===== config.mk =====
export PLATFORM = sky130hd
export DESIGN_NAME = div_ctrl
export DESIGN_NICKNAME = d
export VERILOG_FILES = /design/src/rtl/div_pkg.sv /design/src/rtl/div_iter_cnt.sv /design/src/rtl/div_ctrl.sv
export SDC_FILE = /design/constraint.sdc
export NUM_CORES = 1
export LEC_CHECK = 0
export ABC_CLOCK_PERIOD_IN_PS = 1780
export CAP_MARGIN = 20
export CORE_AREA = 2 2 39 41
export CTS_BUF_LIST = sky130_fd_sc_hd__clkbuf_4 sky130_fd_sc_hd__clkbuf_8
export DETAILED_ROUTE_END_ITERATION = 8
export DIE_AREA = 0 0 41 43
export DONT_BUFFER_PORTS = 1
export GPL_ROUTABILITY_DRIVEN = 1
export GPL_TIMING_DRIVEN = 0
export HOLD_SLACK_MARGIN = 0.12
export PLACE_DENSITY = 0.49
export SYNTH_ARGS = -nofsm -noshare
export SYNTH_HDL_FRONTEND = slang
export SYNTH_SLANG_ARGS = --single-unit

===== constraint.sdc =====
create_clock -name clock -period 1.78 [get_ports clock]
set_clock_uncertainty 0.1 [all_clocks]
set_input_delay 0.356 -clock clock [delete_from_list [all_inputs] [get_ports clock]]
set_output_delay 0.356 -clock clock [all_outputs]
set_load 0.01 [all_outputs]

===== src/rtl/div_pkg.sv =====
// rtl/div_pkg.sv - shared types and sizing helpers for the restoring divider control
package div_pkg;

    localparam int DIV_WIDTH = 10;

    typedef enum logic [1:0] {
        IDLE = 2'd0,
        INIT = 2'd1,
        ITER = 2'd2,
        DONE = 2'd3
    } div_state_e;

    function automatic int div_cnt_w(input int width);
        return $clog2(width + 1);
    endfunction

endpackage


===== src/rtl/div_iter_cnt.sv =====
// rtl/div_iter_cnt.sv - iteration counter with clear, increment and terminal count at WIDTH-1
module div_iter_cnt
    import div_pkg::*;
#(
    parameter int WIDTH = DIV_WIDTH
) (
    input  logic clock,
    input  logic rst,
    input  logic clr,
    input  logic inc,
    output logic tc
);

    localparam int CNT_W = div_cnt_w(WIDTH);

    logic [CNT_W-1:0] cnt_d;
    logic [CNT_W-1:0] cnt_q;

    always_comb begin
        cnt_d = cnt_q;
        if (clr) begin
            cnt_d = '0;
        end else if (inc) begin
            cnt_d = cnt_q + CNT_W'(1);
        end
    end

    assign tc = (cnt_q == CNT_W'(WIDTH - 1));

    always_ff @(posedge clock) begin
        if (!rst) begin
            cnt_q <= '0;
        end else begin
            cnt_q <= cnt_d;
        end
    end

endmodule


===== src/rtl/div_ctrl.sv =====
// rtl/div_ctrl.sv - control FSM for the restoring shift/subtract divider
// Optional divide-by-zero short-cut enabled with `DIV_ZERO_CHK_EN.
module div_ctrl
    import div_pkg::*;
#(
    parameter int WIDTH = DIV_WIDTH
) (
    input  logic clock,
    input  logic rst,
    input  logic start,
    input  logic gt,
    input  logic dvsr_zero,
    input  logic ack,
    output logic ready,
    output logic q_init,
    output logic rem_init,
    output logic ldgt,
    output logic lds,
    output logic busy,
    output logic done,
    output logic err
);

    div_state_e state_d;
    div_state_e state_q;
    logic       cnt_clr;
    logic       cnt_inc;
    logic       cnt_tc;

    div_iter_cnt #(
        .WIDTH (WIDTH)
    ) u_iter_cnt (
        .clock (clock),
        .rst   (rst),
        .clr   (cnt_clr),
        .inc   (cnt_inc),
        .tc    (cnt_tc)
    );

    always_comb begin
        state_d  = state_q;
        ready    = 1'b0;
        q_init   = 1'b0;
        rem_init = 1'b0;
        ldgt     = 1'b0;
        lds      = 1'b0;
        busy     = 1'b0;
        done     = 1'b0;
        cnt_clr  = 1'b0;
        cnt_inc  = 1'b0;
        case (state_q)
            IDLE: begin
                ready = 1'b1;
                if (start) begin
                    state_d = INIT;
                end
            end
            INIT: begin
                q_init   = 1'b1;
                rem_init = 1'b1;
                busy     = 1'b1;
                cnt_clr  = 1'b1;
                state_d  = ITER;
`ifdef DIV_ZERO_CHK_EN
                if (dvsr_zero) begin
                    state_d = DONE;
                end
`endif
            end
            ITER: begin
                busy    = 1'b1;
                ldgt    = gt;
                lds     = ~gt;
                cnt_inc = 1'b1;
                if (cnt_tc) begin
                    state_d = DONE;
                end
            end
            DONE: begin
                // start is deliberately not looked at here, even alongside ack
                done = 1'b1;
                if (ack) begin
                    state_d = IDLE;
                end
            end
            default: state_d = IDLE;
        endcase
    end

    always_ff @(posedge clock) begin
        if (!rst) begin
            state_q <= IDLE;
        end else begin
            state_q <= state_d;
        end
    end

`ifdef DIV_ZERO_CHK_EN
    logic err_d;
    logic err_q;

    always_comb begin
        err_d = err_q;
        if (state_q == INIT && dvsr_zero) begin
            err_d = 1'b1;
        end else if (state_q == DONE && ack) begin
            err_d = 1'b0;
        end
    end

    always_ff @(posedge clock) begin
        if (!rst) begin
            err_q <= 1'b0;
        end else begin
            err_q <= err_d;
        end
    end

    assign err = err_q;
`else
    logic dvsr_zero_unused;
    assign dvsr_zero_unused = dvsr_zero;
    assign err = 1'b0;
`endif

endmodule


==> flow_summary.rst, run 1 <==
.. list-table::
   :header-rows: 1

   * - Metric
     - Value
   * - Starting density of the core
     - 28.6%
   * - Total track usage
     - 8.25%
   * - Total nets after synthesis
     - 56
   * - Number of nets in the layout
     - 61
   * - Accumulated negative setup slack
     - 0 ns
   * - Max VDD drop
     - 507 uV
   * - Most used cells in the layout excluding fill and tap cells
     - 7 x ha_1, 5 x inv_1, 5 x dfxtp_1
   * - Number of buffers inserted by hold repair at cts
     - 0
   * - Type of the most critical hold path
     - primary input to flip-flop
   * - Antenna diode count
     - 0
   * - Cell type group with the largest total delay on the critical path
     - flip-flops
   * - TritonCTS clock tree
     - yes
   * - Final count of negative-setup-slack endpoints
     - 0
   * - Drt first-iter violations
     - 2
   * - Worst path cell trace
     - inv_1, ha_1, buf_6, nor2b_1
   * - HPWL after detailed placement
     - 497 microns
   * - Worst Path Required
     - 1.32 ns
   * - Final worst path period need
     - 1.65 ns
   * - RSZ-0062 raised after global routing
     - false
   * - Floorplan die height
     - 43 microns
   * - Highest achievable clock rate
     - 0.607 GHz
   * - Worst path bufs/invs
     - 2
   * - Deepest clock path buffer count
     - 2
   * - Clk slew on worst S/H paths
     - 0.04 ns
   * - Source-to-sink clock delay at the later pin of the worst-skew pair
     - 0.24 ns
   * - Tcrit/Tclk final
     - 92.5%
   * - Die width
     - 41 microns
   * - Final Wtd Congestion
     - 0.740
   * - Post_cts resized
     - 0
   * - Number of I/O pins
     - 14
   * - Final cell count without fillers
     - 62
   * - Proportion of layout cells with a drive suffix above 1
     - 15.2%
   * - Post-CTS setup buffers
     - 0
   * - Commonest non-fill, non-tap cell in the layout
     - ha_1
   * - Status
     - completed
   * - CP endpoint kind
     - output port
   * - Mapped Area
     - 395 sq um
   * - Number of iterations in the first detailed-routing pass
     - 4
   * - Post-route DRC
     - 0
   * - Total of warnings raised by yosys
     - 0
   * - Area grow syn2layout
     - 11.1%
   * - Die outline area
     - 1760 sq um
   * - Arrival time of data at the critical path endpoint
     - 1.19 ns
   * - Final design utilization
     - 31.7%
   * - Total placed cells including tap cells
     - 59
   * - Number of core rows
     - 14
   * - Clock sink total
     - 6
   * - First-pass GRT wire length
     - 945 microns
   * - Final routed wire length divided by cell count
     - 9.97 microns
   * - Total leakage power
     - 0.000204 uW
   * - TritonCTS buffer count
     - 3
   * - Total number of vias
     - 277
   * - CP max stage delay
     - 0.33 ns
   * - Clock tree root driver cell
     - clkbuf_4
   * - Core ar.
     - 1380 sq um
   * - IO buf count
     - 0
   * - Crit-path max FO
     - 9
   * - Vias per cell
     - 4.47
   * - Element type at the critical path start
     - flip-flop
   * - Post-route worst hold slack
     - 0.138 ns
   * - Final-report hold violation count
     - 0
   * - Sequential fraction of the synthesis area
     - 30.4%
   * - Yosys cell types
     - 21
   * - Count of pins over their slew limit
     - 0
   * - Reg-to-reg slack, setup
     - 0.20 ns
   * - Cell Pwr Density
     - 1340 nW/um^2
   * - Post-synthesis sequential element count
     - 6
   * - Largest net degree at the start of global routing
     - 10
   * - CTS H-Tree Depth
     - 1
   * - Slowest library cell on the worst path
     - dfxtp_2
   * - Final routed wirelength across all metal layers
     - 618 microns
   * - Synthesized instance count
     - 43
   * - Antenna Nets Post-Route
     - 0
   * - Number of global-route vias before repair
     - 255
   * - Initial antenna violation count
     - 0
   * - Global-route congestion overflow total
     - 0
   * - Startpoint-to-endpoint class of the critical path
     - flip-flop to output port
   * - Max Cap Viol
     - 0
   * - Mean Syn Cell Area
     - 9.19 sq um
final cells by class:
type | instances | area (sq um)
flip-flops and latches | 6 | 121
multi-input cells | 29 | 230
clock buffers | 3 | 22.5
inverters | 5 | 18.8
plain buffers | 3 | 26.3
fillers | 162 | 945
well taps | 16 | 20.0
stage by stage:
stage | setup slack [ns] | power, uW | area [sq um]
6_report | 0.133 | 591 | 439
3_3_place_gp | 0.134 | 476 | 415
2_1_floorplan | 0.246 | 431 | 395
5_1_grt | 0.0195 | 646 | 439
3_5_place_dp | 0.134 | 476 | 415
4_1_cts | 0.0746 | 604 | 438
per-layer routing:
| metal | global-route usage (%) | share of wire [%] |
|---|---|---|
| met5 | 0 | 0 |
| met3 | 6.28 | 6.0 |
| met1 | 9.06 | 49 |
| met2 | 12.2 | 45 |
| met4 | 2.00 | 0 |
cells in the mapped netlist:
master | n | area (sq um)
a211oi_1 | 1 | 7.51
o211a_1 | 1 | 10.0
nand3b_1 | 1 | 7.51
a222oi_1 | 1 | 10.0
and2_1 | 1 | 6.26
nand4_1 | 1 | 6.26
or2_0 | 1 | 6.26
nor2_1 | 4 | 15.0
inv_1 | 5 | 18.8
ha_1 | 7 | 87.6
a221o_1 | 1 | 10.0
nand2_1 | 3 | 11.3
buf_6 | 1 | 11.3
conb_1 | 1 | 3.75
xor2_1 | 2 | 17.5
mux2i_1 | 1 | 10.0
dfxtp_1 | 6 | 120
nor2b_1 | 1 | 6.26
xnor2_1 | 1 | 8.76
nand2b_1 | 1 | 6.26
buf_4 | 2 | 15.0
report_power, final:
part           internal, uW  switching (uW)  total, uW
combinational           125             147        272
clock                  76.0            45.4        121
sequential              166            31.2        197
flip-flops by register name, summed over array words and instances (netlist names):
register / count
u_iter_cnt.cnt_q: 4
state_q: 2
cell families after synthesis:
group	after synthesis	synth area share, %
compound gates	4	9.49
xor+xnor	3	6.65
fa+ha+maj	7	22.2
buf+inv	8	11.4
flops	6	30.4
mux	1	2.53
other cells	1	0.948
simple gates	13	16.5
final timing paths:
path | startpoint | end | cells past startpoint
max | state_q[0] | lds | 4
min | rst | state_q[0] | 1
max reg2reg | state_q[0] | state_q[0] | 6
min reg2reg | state_q[1] | state_q[1] | 2
Power figures use the tool's default switching activity.
==> inputs of run 2 (changes only) <==
--- a/config.mk
+++ b/config.mk
@@ -5,6 +5,7 @@
 export SDC_FILE = /design/constraint.sdc
 export NUM_CORES = 1
 export LEC_CHECK = 0
+export ABC_AREA = 1
 export ABC_CLOCK_PERIOD_IN_PS = 1780
 export CAP_MARGIN = 20
 export CORE_AREA = 2 2 39 41
@@ -15,7 +16,7 @@
 export GPL_ROUTABILITY_DRIVEN = 1
 export GPL_TIMING_DRIVEN = 0
 export HOLD_SLACK_MARGIN = 0.12
-export PLACE_DENSITY = 0.49
+export PLACE_DENSITY = 0.51
 export SYNTH_ARGS = -nofsm -noshare
 export SYNTH_HDL_FRONTEND = slang
 export SYNTH_SLANG_ARGS = --single-unit
==> run 2 against run 1 <==
- wire length grew 4.7%
- register-to-register slack gained 0.25 ns
- setup slack lost 0.013 ns
- fmax decreased by 0.77%
- global-route usage up 1.1 points
==> flow_summary.rst, run 2 <==
.. list-table::
   :header-rows: 1

   * - Metric
     - Value
   * - Status
     - completed (unchanged)
   * - Drt first-iter violations
     - 2 (unchanged)
   * - Largest Register
     - u_iter_cnt.cnt_q (unchanged)
   * - Largest net degree at the start of global routing
     - 10 (unchanged)
   * - Fraction of the mapped netlist area in adder cells
     - 21.0% (was 22.2%)
   * - Final routed wire length divided by cell count
     - 8.40 microns (was 9.97 microns)
   * - Startpoint-to-endpoint class of the critical path
     - flip-flop to output port (unchanged)
   * - IO buf count
     - 0 (unchanged)
   * - Net switching fraction of the power
     - 41.7% (was 37.9%)
   * - Worst flop-to-flop path startpoint
     - state_q[0] (unchanged)
   * - Sequential fraction of the synthesis area
     - 28.7% (was 30.4%)
   * - Highest achievable clock rate
     - 0.603 GHz (was 0.607 GHz)
   * - Area fraction in compound gates after synthesis
     - 9.58% (was 9.49%)
   * - Antenna Nets Post-Route
     - 0 (unchanged)
   * - Number of core rows
     - 14 (unchanged)
   * - Number of nets in the layout
     - 76 (was 61)
   * - Area of the multi-input gates
     - 226 sq um (was 230 sq um)
   * - End point of the critical path
     - lds (unchanged)
   * - Final worst path period need
     - 1.66 ns (was 1.65 ns)
   * - Number of global-route vias before repair
     - 302 (was 255)
   * - Max Cap Viol
     - 0 (unchanged)
   * - Floorplan die height
     - 43 microns (unchanged)
   * - Number of I/O pins
     - 14 (unchanged)
   * - Initial antenna violation count
     - 0 (unchanged)
   * - First-pass GRT wire length
     - 1150 microns (was 945 microns)
   * - Cell Pwr Density
     - 1360 nW/um^2 (was 1340 nW/um^2)
   * - Share of cell area taken by muxes after synthesis
     - 0% (was 2.53%)
   * - Sequential Area
     - 120 sq um (was 121 sq um)
   * - Worst Path Required
     - 1.32 ns (about the same)
   * - Reg-to-reg slack, setup
     - 0.45 ns (was 0.20 ns)
   * - Type of the most critical hold path
     - primary input to flip-flop (unchanged)
   * - Post-synthesis sequential element count
     - 6 (unchanged)
   * - Fraction of synthesized cell area taken by the top area cell type
     - 28.7% (was 30.4%)
   * - Fraction of the mapped netlist area in simple logic gates
     - 22.8% (was 16.5%)
   * - Vias per cell
     - 4.06 (was 4.47)
   * - Clock tree root driver cell
     - clkbuf_4 (unchanged)
   * - Switching power total
     - 261 uW (was 224 uW)
   * - Post-route worst hold slack
     - 0.140 ns (was 0.138 ns)
   * - Main combinational cell family by area after synthesis
     - simple AND/OR/NAND/NOR gates (was adder cells)
   * - Clk slew on worst S/H paths
     - 0.04 ns (about the same)
   * - Most frequent cells after synthesis
     - 12 x inv_1, 10 x nand2_1, 7 x ha_1 (was 7 x ha_1, 6 x dfxtp_1, 5 x inv_1)
   * - Placed instance area
     - 438 sq um (was 415 sq um)
   * - Core ar.
     - 1380 sq um (unchanged)
   * - Synthesized instance count
     - 58 (was 43)
   * - Yosys cell types
     - 15 (was 21)
   * - Total Power
     - 625 uW (was 591 uW)
   * - RSZ-0062 raised after global routing
     - false (unchanged)
   * - Number of iterations in the first detailed-routing pass
     - 2 (was 4)
   * - Power share of the combinational group
     - 48.4% (was 46.1%)
   * - Starting density of the core
     - 30.2% (was 28.6%)
   * - Post-CTS setup buffers
     - 0 (unchanged)
   * - Most instantiated flip-flop cell in the synthesis netlist
     - dfxtp_1 (unchanged)
   * - Cell taking the most area after synthesis
     - dfxtp_1 (unchanged)
   * - Number of buffers inserted by hold repair at cts
     - 0 (unchanged)
   * - Accumulated negative setup slack
     - 0 ns (unchanged)
   * - Die width
     - 41 microns (unchanged)
   * - Xor/xnor cell area share of the yosys netlist
     - 0% (was 6.65%)
   * - Count of pins over their slew limit
     - 0 (unchanged)
   * - Total track usage
     - 9.36% (was 8.25%)
   * - Summed area of non-filler cells in the final layout
     - 460 sq um (was 439 sq um)
   * - HPWL after detailed placement
     - 548 microns (was 497 microns)
   * - Post-route DRC
     - 0 (unchanged)
   * - TritonCTS buffer count
     - 3 (unchanged)
   * - Clock sink total
     - 6 (unchanged)
   * - Max VDD drop
     - 498 uV (was 507 uV)
   * - Post_cts resized
     - 0 (unchanged)
   * - Global-route congestion overflow total
     - 0 (unchanged)
   * - Mapped Area
     - 418 sq um (was 395 sq um)
   * - Mean Syn Cell Area
     - 7.21 sq um (was 9.19 sq um)
   * - CTS H-Tree Depth
     - 1 (unchanged)
   * - Source-to-sink clock delay at the later pin of the worst-skew pair
     - 0.24 ns (about the same)
   * - Internal power
     - 364 uW (was 367 uW)
   * - Number of cells traversed by the worst register-to-register path
     - 8 (was 6)
   * - Proportion of layout cells with a drive suffix above 1
     - 14.8% (was 15.2%)
   * - Most used cells in the layout excluding fill and tap cells
     - 12 x inv_1, 10 x nand2_1, 7 x ha_1 (was 7 x ha_1, 5 x inv_1, 5 x dfxtp_1)
   * - Worst setup path startpoint
     - state_q[0] (unchanged)
   * - Total nets after synthesis
     - 71 (was 56)
   * - Max FFs per register
     - 4 (unchanged)
   * - Final-report hold violation count
     - 0 (unchanged)
   * - Critical R2R Capture
     - state_q[1] (was state_q[0])
   * - Final design utilization
     - 33.3% (was 31.7%)
   * - Relative contribution of the clock network to total power
     - 19.2% (was 20.6%)
   * - Total number of vias
     - 313 (was 277)
   * - Synth async-reset ratio
     - 0% (unchanged)
   * - Area grow syn2layout
     - 10.2% (was 11.1%)
   * - Registers with the most flip-flops
     - u_iter_cnt.cnt_q (4), state_q (2) (unchanged)
   * - Final Wtd Congestion
     - 0.724 (was 0.740)
   * - CP endpoint kind
     - output port (unchanged)
   * - Commonest non-fill, non-tap cell in the layout
     - inv_1 (was ha_1)
   * - Total of warnings raised by yosys
     - 0 (unchanged)
   * - Top cells by area in the synthesized netlist
     - dfxtp_1 29%, ha_1 21%, inv_1 11% (was dfxtp_1 30%, ha_1 22%, inv_1 4.7%)
   * - Arrival time of data at the critical path endpoint
     - 1.20 ns (was 1.19 ns)
   * - Portion of total power attributed to sequential cells
     - 32.4% (was 33.3%)
   * - Most frequent cell after synthesis
     - inv_1 (was ha_1)
   * - Crit-path max FO
     - 9 (unchanged)
   * - TritonCTS clock tree
     - yes (unchanged)
   * - Number of fill cells in the layout
     - 157 (was 162)
   * - Deepest clock path buffer count
     - 2 (unchanged)
   * - Final count of negative-setup-slack endpoints
     - 0 (unchanged)
   * - Final routed wirelength across all metal layers
     - 647 microns (was 618 microns)
   * - Total leakage power
     - 0.000234 uW (was 0.000204 uW)
   * - EDFF count, synth
     - 0 (unchanged)
   * - Tcrit/Tclk final
     - 93.2% (was 92.5%)
   * - Element type at the critical path start
     - flip-flop (unchanged)
   * - Antenna diode count
     - 0 (unchanged)
   * - Cell depth of the worst hold path
     - 2 (was 1)
   * - Die outline area
     - 1760 sq um (unchanged)
run 2: changes by cell type after synthesis, moves of 2 or more:
cell     before  now
nand2_1       3   10
inv_1         5   12
a21oi_1       0    5
o21ai_0       0    3
nand3_1       0    2
xor2_1        2    0
run 2: cell families after synthesis:
family | Yosys count
buf+inv | 15
flops | 6
compound gates | 8
fa+ha+maj | 7
other cells | 1
simple gates | 21
run 2: area by class of cell:
| cell class | instances | share of cell area (%) |
|---|---|---|
| Multi-Input combinational cell | 37 | 49.2 |
| Sequential cell | 6 | 26.1 |
| Inverter | 12 | 9.78 |
| Buffer | 3 | 5.71 |
| Clock buffer | 3 | 4.89 |
| Tap cell | 16 | 4.35 |
run 2: worst max-delay path, stage by stage, from the launching register on:
cell     delay, ns
dfxtp_1       0.33
inv_1         0.11
ha_1          0.17
buf_6         0.13
inv_1         0.06
nor2_1        0.17
run 2: power groups by stage:
stage               clock network [uW]  logic (uW)  registers [uW]
detailed placement                   0         307             207
global route                       136         351             210
finish                             120         302             202
CTS                                129         309             203
floorplan                            0         266             197
global placement                     0         308             205
run 2: how the worst min path moves through the flow:
stage,slack (ns),to,start
finish,0.14,state_q[1],rst
global route,0.14,state_q[0],rst
CTS,0.13,state_q[1],rst
detailed placement,0.39,state_q[1],rst
global placement,0.38,state_q[1],rst
floorplan,0.38,state_q[1],rst
run 2: through the flow:
stage,cells,setup slack [ns]
floorplan,58,0.438
global placement,74,0.363
detailed placement,74,0.353
CTS,77,0.0962
global route,77,0.0336
finish,77,0.121
run 2: routing by layer:
metal	up-vias	wire length, microns	track usage (%)
met1	128	305	12.6
met2	5	304	12.5
met4	0	0	6.00
met3	0	37	2.62
li1	180	-	-
met5	-	0	0
==> inputs of run 3 (changes only) <==
--- a/config.mk
+++ b/config.mk
@@ -17,6 +17,7 @@
 export GPL_TIMING_DRIVEN = 0
 export HOLD_SLACK_MARGIN = 0.12
 export PLACE_DENSITY = 0.51
+export RECOVER_POWER = 50
 export SYNTH_ARGS = -nofsm -noshare
 export SYNTH_HDL_FRONTEND = slang
 export SYNTH_SLANG_ARGS = --single-unit
==> run 3 against run 2 <==
- worst hold slack worse by 0.00091 ns
- setup slack hardly changed
- core utilization is 0.54 points lower
- flip-flop and latch count stayed put
- combinational power is 2% lower
- clock-buffer cell count stayed put
- final area is 1.6% lower
- first-iteration DRC count stayed put
- sequential power hardly changed
- clock power hardly changed
- non-clock buffer count stayed put
==> flow_summary.rst, run 3 (synthesized netlist as in run 2, its figures left out) <==
.. list-table::
   :header-rows: 1

   * - Metric
     - Value
   * - Status
     - completed (unchanged)
   * - Die outline area
     - 1760 sq um (unchanged)
   * - Final design utilization
     - 32.7% (was 33.3%)
   * - Initial antenna violation count
     - 0 (unchanged)
   * - First-pass GRT wire length
     - 1150 microns (unchanged)
   * - IO buf count
     - 0 (unchanged)
   * - Startpoint-to-endpoint class of the critical path
     - flip-flop to output port (unchanged)
   * - Post_cts resized
     - 0 (unchanged)
   * - Setup WS pre-CTS
     - 0.353 ns (unchanged)
   * - Clock sink total
     - 6 (unchanged)
   * - Largest net degree at the start of global routing
     - 10 (unchanged)
   * - Type of the most critical hold path
     - primary input to flip-flop (unchanged)
   * - Final-report hold violation count
     - 0 (unchanged)
   * - Vias per cell
     - 4.12 (was 4.06)
   * - Crit-path max FO
     - 9 (unchanged)
   * - Worst Path Required
     - 1.32 ns (about the same)
   * - Max VDD drop
     - 497 uV (was 498 uV)
   * - Number of global-route vias before repair
     - 302 (unchanged)
   * - Total track usage
     - 9.36% (unchanged)
   * - Antenna Nets Post-Route
     - 0 (unchanged)
   * - Drt first-iter violations
     - 2 (unchanged)
   * - Placed instance area
     - 438 sq um (unchanged)
   * - Die width
     - 41 microns (unchanged)
   * - Largest Register
     - u_iter_cnt.cnt_q (unchanged)
   * - Deepest clock path buffer count
     - 2 (unchanged)
   * - Final routed wire length divided by cell count
     - 8.36 microns (was 8.40 microns)
   * - Core ar.
     - 1380 sq um (unchanged)
   * - TritonCTS buffer count
     - 3 (unchanged)
   * - Arrival time of data at the critical path endpoint
     - 1.20 ns (about the same)
   * - Number of I/O pins
     - 14 (unchanged)
   * - Post-route DRC
     - 0 (unchanged)
   * - Registers with the most flip-flops
     - u_iter_cnt.cnt_q (4), state_q (2) (unchanged)
   * - Max Cap Viol
     - 0 (unchanged)
   * - Element type at the critical path start
     - flip-flop (unchanged)
   * - Max FFs per register
     - 4 (unchanged)
   * - Tcrit/Tclk final
     - 93.2% (about the same)
   * - Number of core rows
     - 14 (unchanged)
   * - Accumulated negative setup slack
     - 0 ns (unchanged)
   * - Highest achievable clock rate
     - 0.603 GHz (about the same)
   * - Floorplan die height
     - 43 microns (unchanged)
   * - Number of nets in the layout
     - 76 (unchanged)
   * - Proportion of layout cells with a drive suffix above 1
     - 11.5% (was 14.8%)
   * - HPWL after detailed placement
     - 548 microns (unchanged)
   * - Total number of vias
     - 317 (was 313)
   * - Summed area of non-filler cells in the final layout
     - 453 sq um (was 460 sq um)
   * - Cell Pwr Density
     - 1370 nW/um^2 (was 1360 nW/um^2)
   * - Global-route congestion overflow total
     - 0 (unchanged)
   * - Commonest non-fill, non-tap cell in the layout
     - inv_1 (unchanged)
   * - Final count of negative-setup-slack endpoints
     - 0 (unchanged)
   * - Final worst slack
     - 0.121 ns (about the same)
   * - Source-to-sink clock delay at the later pin of the worst-skew pair
     - 0.24 ns (about the same)
   * - CTS H-Tree Depth
     - 1 (unchanged)
   * - Clk slew on worst S/H paths
     - 0.04 ns (about the same)
   * - Most used cells in the layout excluding fill and tap cells
     - 12 x inv_1, 10 x nand2_1, 7 x ha_1 (unchanged)
   * - Total leakage power
     - 0.000234 uW (about the same)
   * - Area of the multi-input gates
     - 219 sq um (was 226 sq um)
   * - Area grow syn2layout
     - 8.38% (was 10.2%)
   * - Count of pins over their slew limit
     - 0 (unchanged)
   * - Starting density of the core
     - 30.2% (unchanged)
   * - Final routed wirelength across all metal layers
     - 644 microns (was 647 microns)
   * - CP endpoint kind
     - output port (unchanged)
   * - TritonCTS clock tree
     - yes (unchanged)
   * - RSZ-0062 raised after global routing
     - false (unchanged)
   * - Clock tree root driver cell
     - clkbuf_4 (unchanged)
   * - Antenna diode count
     - 0 (unchanged)
   * - Number of fill cells in the layout
     - 157 (unchanged)
   * - Sequential Area
     - 120 sq um (unchanged)
   * - Final worst path period need
     - 1.66 ns (about the same)
   * - Number of buffers inserted by hold repair at cts
     - 0 (unchanged)
   * - Number of iterations in the first detailed-routing pass
     - 3 (was 2)
   * - Post-CTS setup buffers
     - 0 (unchanged)
   * - Final Wtd Congestion
     - 0.724 (unchanged)
[run 3: cell types whose count changed in the layout (fill, tap and decap cells not counted)]
cell	before	now
nor2_1	5	6
nor2_2	1	0
nor3_1	0	1
nor3_2	1	0
[run 3: path summary, 6_finish.rpt]
check,depth (start not counted),slack [ns],to,from
worst max-delay path,5,0.12,lds,state_q[0]
worst min-delay path,2,0.14,state_q[1],rst
worst max register to register,5,0.39,u_iter_cnt.cnt_q[1],state_q[1]
worst min register to register,2,0.39,u_iter_cnt.cnt_q[2],u_iter_cnt.cnt_q[2]
[run 3: through the flow]
| stage | power [uW] | cells | hold slack (ns) |
|---|---|---|---|
| after floorplan | 463 | 58 | 0.377 |
| after global placement | 513 | 74 | 0.384 |
| after detailed placement | 514 | 74 | 0.385 |
| after CTS | 641 | 77 | 0.130 |
| after global routing | 692 | 77 | 0.143 |
| final | 621 | 77 | 0.139 |
[run 3: routing by layer]
metal  GRT usage, %  up-vias  wire length, microns
li1               -      183                     -
met1           12.6      129                   308
met2           12.5        5                   298
met3           2.62        0                    37
met4           6.00        0                     0
met5              0        -                     0
[run 3: area by class of cell]
type	count	share of cell area [%]
buffer	3	5.80
clock buffer	3	4.97
inverter	12	9.94
multi-input combinational	37	48.3
sequential	6	26.5
tap	16	4.42
[run 3: where the power goes]
part | switching, uW | internal (uW)
clock | 45.1 | 76.0
sequential | 34.1 | 168
combinational | 179 | 119
[run 3: worst max-delay path, cell delays in order, from the launching register on]
cell,delay (ns)
dfxtp_1,0.33
inv_1,0.11
ha_1,0.17
buf_6,0.13
inv_1,0.06
nor2_1,0.17
